--- src/rtl/uart_prg_loader.sv ---
`default_nettype none
// ============================================================================
// Module   : uart_prg_loader
// Purpose  : 8N1 UART receiver that packs bytes little-endian into 32-bit
//            words and writes them to a data memory programming port.
// Revision : 1.0 - initial release
// ============================================================================
module uart_prg_loader #(
    parameter int unsigned CLKS_PER_BIT = 434
) (
    input  logic        clk,
    input  logic        reset,
    input  logic        prg_mode,
    input  logic        rxd,
    output logic        prg_we,
    output logic [31:0] prg_addr,
    output logic [31:0] prg_wd,
    output logic        busy,
    output logic        frame_err,
    output logic [11:0] word_cnt
);

    localparam logic [15:0] BIT_LAST  = 16'(CLKS_PER_BIT - 1);
    localparam logic [15:0] HALF_LAST = 16'((CLKS_PER_BIT / 2) - 1);

    typedef enum logic [1:0] {
        S_IDLE  = 2'd0,
        S_START = 2'd1,
        S_DATA  = 2'd2,
        S_STOP  = 2'd3
    } state_t;

    logic        rxd_meta_q, rxd_sync_q;
    logic [1:0]  flush_q;
    logic        armed_q;
    state_t      state_q,    state_d;
    logic [15:0] clk_cnt_q,  clk_cnt_d;
    logic [2:0]  bit_cnt_q,  bit_cnt_d;
    logic [7:0]  shift_q,    shift_d;
    logic [23:0] word_q,     word_d;
    logic [1:0]  byte_cnt_q, byte_cnt_d;
    logic        prg_we_q,   prg_we_d;
    logic [31:0] prg_wd_q,   prg_wd_d;
    logic [10:0] addr_idx_q, addr_idx_d;
    logic [11:0] word_cnt_q, word_cnt_d;
    logic        frame_err_q, frame_err_d;
    logic        byte_ok;

    // A start is accepted only after the line has been seen idle-high once the
    // synchroniser has flushed, so a low line at reset release or mode entry
    // never begins a frame mid-byte.
    always_ff @(posedge clk) begin
        if (reset) begin
            rxd_meta_q <= 1'b1;
            rxd_sync_q <= 1'b1;
            flush_q    <= 2'b00;
            armed_q    <= 1'b0;
        end else begin
            rxd_meta_q <= rxd;
            rxd_sync_q <= rxd_meta_q;
            flush_q    <= {flush_q[0], 1'b1};
            if (!prg_mode) begin
                armed_q <= 1'b0;
            end else if (flush_q[1] && rxd_sync_q) begin
                armed_q <= 1'b1;
            end
        end
    end

    always_ff @(posedge clk) begin
        if (reset) begin
            state_q     <= S_IDLE;
            clk_cnt_q   <= 16'd0;
            bit_cnt_q   <= 3'd0;
            shift_q     <= 8'd0;
            word_q      <= 24'd0;
            byte_cnt_q  <= 2'd0;
            prg_we_q    <= 1'b0;
            prg_wd_q    <= 32'd0;
            addr_idx_q  <= 11'd0;
            word_cnt_q  <= 12'd0;
            frame_err_q <= 1'b0;
        end else begin
            state_q     <= state_d;
            clk_cnt_q   <= clk_cnt_d;
            bit_cnt_q   <= bit_cnt_d;
            shift_q     <= shift_d;
            word_q      <= word_d;
            byte_cnt_q  <= byte_cnt_d;
            prg_we_q    <= prg_we_d;
            prg_wd_q    <= prg_wd_d;
            addr_idx_q  <= addr_idx_d;
            word_cnt_q  <= word_cnt_d;
            frame_err_q <= frame_err_d;
        end
    end

    always_comb begin
        state_d     = state_q;
        clk_cnt_d   = clk_cnt_q + 16'd1;
        bit_cnt_d   = bit_cnt_q;
        shift_d     = shift_q;
        word_d      = word_q;
        byte_cnt_d  = byte_cnt_q;
        prg_we_d    = 1'b0;
        prg_wd_d    = prg_wd_q;
        addr_idx_d  = addr_idx_q;
        word_cnt_d  = word_cnt_q;
        frame_err_d = frame_err_q;
        byte_ok     = 1'b0;

        unique case (state_q)
            S_IDLE: begin
                clk_cnt_d = 16'd0;
                if (armed_q && !rxd_sync_q) begin
                    state_d   = S_START;
                    bit_cnt_d = 3'd0;
                end
            end
            S_START: begin
                if (clk_cnt_q == HALF_LAST) begin
                    clk_cnt_d = 16'd0;
                    state_d   = rxd_sync_q ? S_IDLE : S_DATA;
                end
            end
            S_DATA: begin
                if (clk_cnt_q == BIT_LAST) begin
                    clk_cnt_d = 16'd0;
                    shift_d   = {rxd_sync_q, shift_q[7:1]};
                    bit_cnt_d = bit_cnt_q + 3'd1;
                    if (bit_cnt_q == 3'd7) begin
                        state_d = S_STOP;
                    end
                end
            end
            S_STOP: begin
                if (clk_cnt_q == BIT_LAST) begin
                    clk_cnt_d = 16'd0;
                    state_d   = S_IDLE;
                    if (rxd_sync_q) begin
                        byte_ok = 1'b1;
                    end else begin
                        frame_err_d = 1'b1;
                    end
                end
            end
            default: state_d = S_IDLE;
        endcase

        // Address, count and byte slot advance the cycle after the strobe.
        if (prg_we_q) begin
            addr_idx_d = addr_idx_q + 11'd1;
            byte_cnt_d = 2'd0;
            if (word_cnt_q != 12'hFFF) begin
                word_cnt_d = word_cnt_q + 12'd1;
            end
        end

        if (byte_ok) begin
            unique case (byte_cnt_q)
                2'd0: word_d[7:0]   = shift_q;
                2'd1: word_d[15:8]  = shift_q;
                2'd2: word_d[23:16] = shift_q;
                default: begin
                    prg_we_d = 1'b1;
                    prg_wd_d = {shift_q, word_q};
                end
            endcase
            if (byte_cnt_q != 2'd3) begin
                byte_cnt_d = byte_cnt_q + 2'd1;
            end
        end

        if (!prg_mode) begin
            state_d     = S_IDLE;
            clk_cnt_d   = 16'd0;
            byte_cnt_d  = 2'd0;
            addr_idx_d  = 11'd0;
            word_cnt_d  = 12'd0;
            prg_we_d    = 1'b0;
            prg_wd_d    = prg_wd_q;
            frame_err_d = 1'b0;
        end
    end

    assign prg_we    = prg_we_q;
    assign prg_addr  = {19'd0, addr_idx_q, 2'b00};
    assign prg_wd    = prg_wd_q;
    assign frame_err = frame_err_q;
    assign word_cnt  = word_cnt_q;
    assign busy      = (state_q != S_IDLE) || (byte_cnt_q != 2'd0) || prg_we_q;

endmodule
`default_nettype wire

--- config.mk ---
export PLATFORM = sky130hd
export DESIGN_NAME = uart_prg_loader
export DESIGN_NICKNAME = d
export VERILOG_FILES = /design/src/rtl/uart_prg_loader.sv
export SDC_FILE = /design/constraint.sdc
export NUM_CORES = 1
export LEC_CHECK = 0
export ABC_AREA = 1
export CORE_MARGIN = 4
export CORE_UTILIZATION = 30
export CTS_BUF_LIST = sky130_fd_sc_hd__clkbuf_8 sky130_fd_sc_hd__clkbuf_16
export DETAILED_ROUTE_END_ITERATION = 10
export PLACE_DENSITY = 0.47
export REMOVE_ABC_BUFFERS = 1
export SYNTH_ARGS = -nofsm -noshare
export SYNTH_HDL_FRONTEND = slang
export SYNTH_SLANG_ARGS = --single-unit
--- constraint.sdc ---
create_clock -name clk -period 2.35 [get_ports clk]
set_input_delay 0.235 -clock clk [delete_from_list [all_inputs] [get_ports clk]]
set_output_delay 0.235 -clock clk [all_outputs]
set_load 0.01 [all_outputs]
==> results.md <==
- Post-route ant nets: 0
- Relative slew margins: 64.9%
- Drt initial violations: 234
- Setup Slack @ Placement: 0.422 ns
- Mux cell area share after synthesis: 0%
- Maximum fanout along the worst path: 5
- Setup Skew: 0.00911 ns
- XOR/XNOR Fraction of Synth Area: 2.47%
- Commonest cells post-synth: dfxtp_1 (117), nor2_1 (110), o21ai_0 (67)
- P&R area growth vs syn: 26.2%
- P_leak: 2.49 nW
- Largest net degree at the start of global routing: 66
- Main combinational cell family by area after synthesis: simple AND/OR/NAND/NOR gates
- # DRC: 0
- Ys Warns: 0
- Cell Area, Synth: 4960 um^2
- First-pass GRT wire length: 18200 um
- Worst setup margin: 0.301 ns
- Max Root-Sink Buffers: 2
- Synth Instances: 623
- Worst Tran Pin Value: 0.526 ns
- # hold bufs at CTS: 0
- Clock Latency Late Sink: 0.41 ns
- Post-layout util: 39.0%
- Power density cells: 745 nW/um^2
- Routed Wire Length: 11000 um
- I/O pins: 83
- Final Max Tran Viols: 0
- CTS tree: built
- Routed via count: 4050
- GP Congestion: 0.841
- Crit start category: flop
- RSZ-0062 raised after global routing: no
- Flop and latch count out of synthesis: 117
- Clk sinks: 117
- CP required: 2.12 ns
- Initial core utilization: 30.9%
- Pre-antenna DRT Iters: 4
- Fillers: 1642
- Top-count cell post-synth: dfxtp_1
- Final Critical Period: 2.05 ns
- CTS H-tree depth: 4
- Final Setup Violations: 0
- Fraction of registers with async set/reset: 0%
- Num CTS Buffers: 17
- Crit Path Category: flop to primary output
- Vias in the first global route: 3790
- Hold Path Class: flop to flop
- Yosys top cell by area: dfxtp_1
- Layout cells sized above 1: 8.31%
- Core footprint: 16100 um^2
- Status: finished, final reports clean
- Vias/cell: 4.43
- N_diodes: 0
- Simple logic cell fraction of the synthesized area: 21.1%
- Crit path DAT: 1.81 ns
- Adder-Cell Fraction of Synth Area: 3.03%
- Max Cap Violations: 0
- Yosys top cell area share: 47.2%
- Die Span Y: 137 um
- IR Drop Worst-Case VDD: 0.505 mV
- Hpwl dp: 7470 um
- Most used DFF post-synth: dfxtp_1
- Clk root buf: clkbuf_16
- Die area: 18700 um^2
- Initial antenna violation count: 0
- Fin nets: 701
- Chip width: 137 um
- Final hold violations: 0
- Synth top area cells: dfxtp_1 (47%), nor2_1 (8.3%), o21ai_0 (6.8%), a21oi_1 (5.7%), nand2_1 (5.0%)
- Post-synth EDFFs: 0
- Sum Neg Setup Slack: 0 ns
- Register area: 2340 um^2
- Critical path capture point type: primary output
- Total Routing Usage GR: 12.3%
- IO Port Bufs: 61
- Complex-gate fraction of the synthesized area: 15.2%
- Final period util: 87.2%
- Postcts setup bufs: 0
- Sequential element share of the synthesized area: 47.2%
- Area of the multi-input gates: 2150 um^2
- Global route overflow: 0
- Post_cts resized: 0
- Yosys cell types: 36
- Site row count: 46
- Clock transition at the registers of the reported paths: 0.05 ns
- F_max: 488 MHz
- Avg Inst Size Synth: 7.96 um^2
- Drt wl/cell: 12.0 um
==> flip-flops by register name (all words and copies together) (netlist names), 2 cells and up, named ones only <==
signal / count
prg_wd: 32
word_q: 24
clk_cnt_q: 16
word_cnt: 12
addr_idx_q: 11
shift_q: 8
bit_cnt_q: 3
byte_cnt_q: 2
flush_q: 2
==> power breakdown <==
part           switching (mW)  leakage [nW]  internal (mW)
clock                   0.919         0.303           1.69
combinational          0.0482          1.24         0.0177
sequential            0.00227         0.944           1.99
total                   0.970          2.49           3.69
==> worst max-delay path, cell delays in order, from the launching register on <==
cell,delay [ns]
dfxtp_1,0.41
inv_1,0.10
ha_1,0.23
nand3_1,0.09
clkdlybuf4s50_1,0.58
==> kinds of logic after synthesis <==
kind of cell	count (synthesis)
and+or+nand+nor	235
other	1
buffers and inverters	101
AOI/OAI and AO/OA	143
DFF	117
adders and majority gates	12
xor gates and xnor gates	14
==> cell type report <==
cell class	count	share of cell area (%)
sequential	117	37.5
multi-input combinational	425	34.4
timing repair buffer	66	10.8
clock buffer	18	7.02
tap	216	4.32
inverter	58	3.52
clock inverter	14	2.56
==> worst paths after layout <==
check           startpoint          to  slack (ns)  cells after the start
max reg2reg   clk_cnt_q[1]   prg_wd[3]        0.44                     11
min             flush_q[0]  flush_q[1]        0.41                      2
max          byte_cnt_q[0]        busy        0.30                      4
min reg2reg     flush_q[0]  flush_q[1]        0.41                      2
==> routing by layer <==
layer	track usage, %	part of all wire [%]
met4	5.60	1.9
met5	0	0
met3	4.04	5.2
met2	18.9	44
met1	15.5	49
==> stage by stage <==
| step | hold slack [ns] | instance area (um^2) | cells | total power [mW] |
|---|---|---|---|---|
| final | 0.407 | 6260 | 914 | 4.66 |
| after global routing | 0.420 | 6260 | 914 | 4.83 |
| after CTS | 0.384 | 6260 | 914 | 4.74 |
| after detailed placement | 0.397 | 5660 | 882 | 2.10 |
| after global placement | 0.393 | 5660 | 882 | 2.10 |
| after floorplan | 0.304 | 4710 | 600 | 2.07 |
==> cells in the final DEF, fill, tap and decap left out, types with 12 or more instances in the layout <==
master,count
inv_1,57
nor2_1,110
nand2_1,66
conb_1,21
a21oi_1,56
ha_1,12
clkbuf_16,17
o21ai_0,67
nor3_1,12
clkdlybuf4s50_1,61
nand3_1,22
dfxtp_1,116
Note: power is estimated with default switching activity, not from simulation.
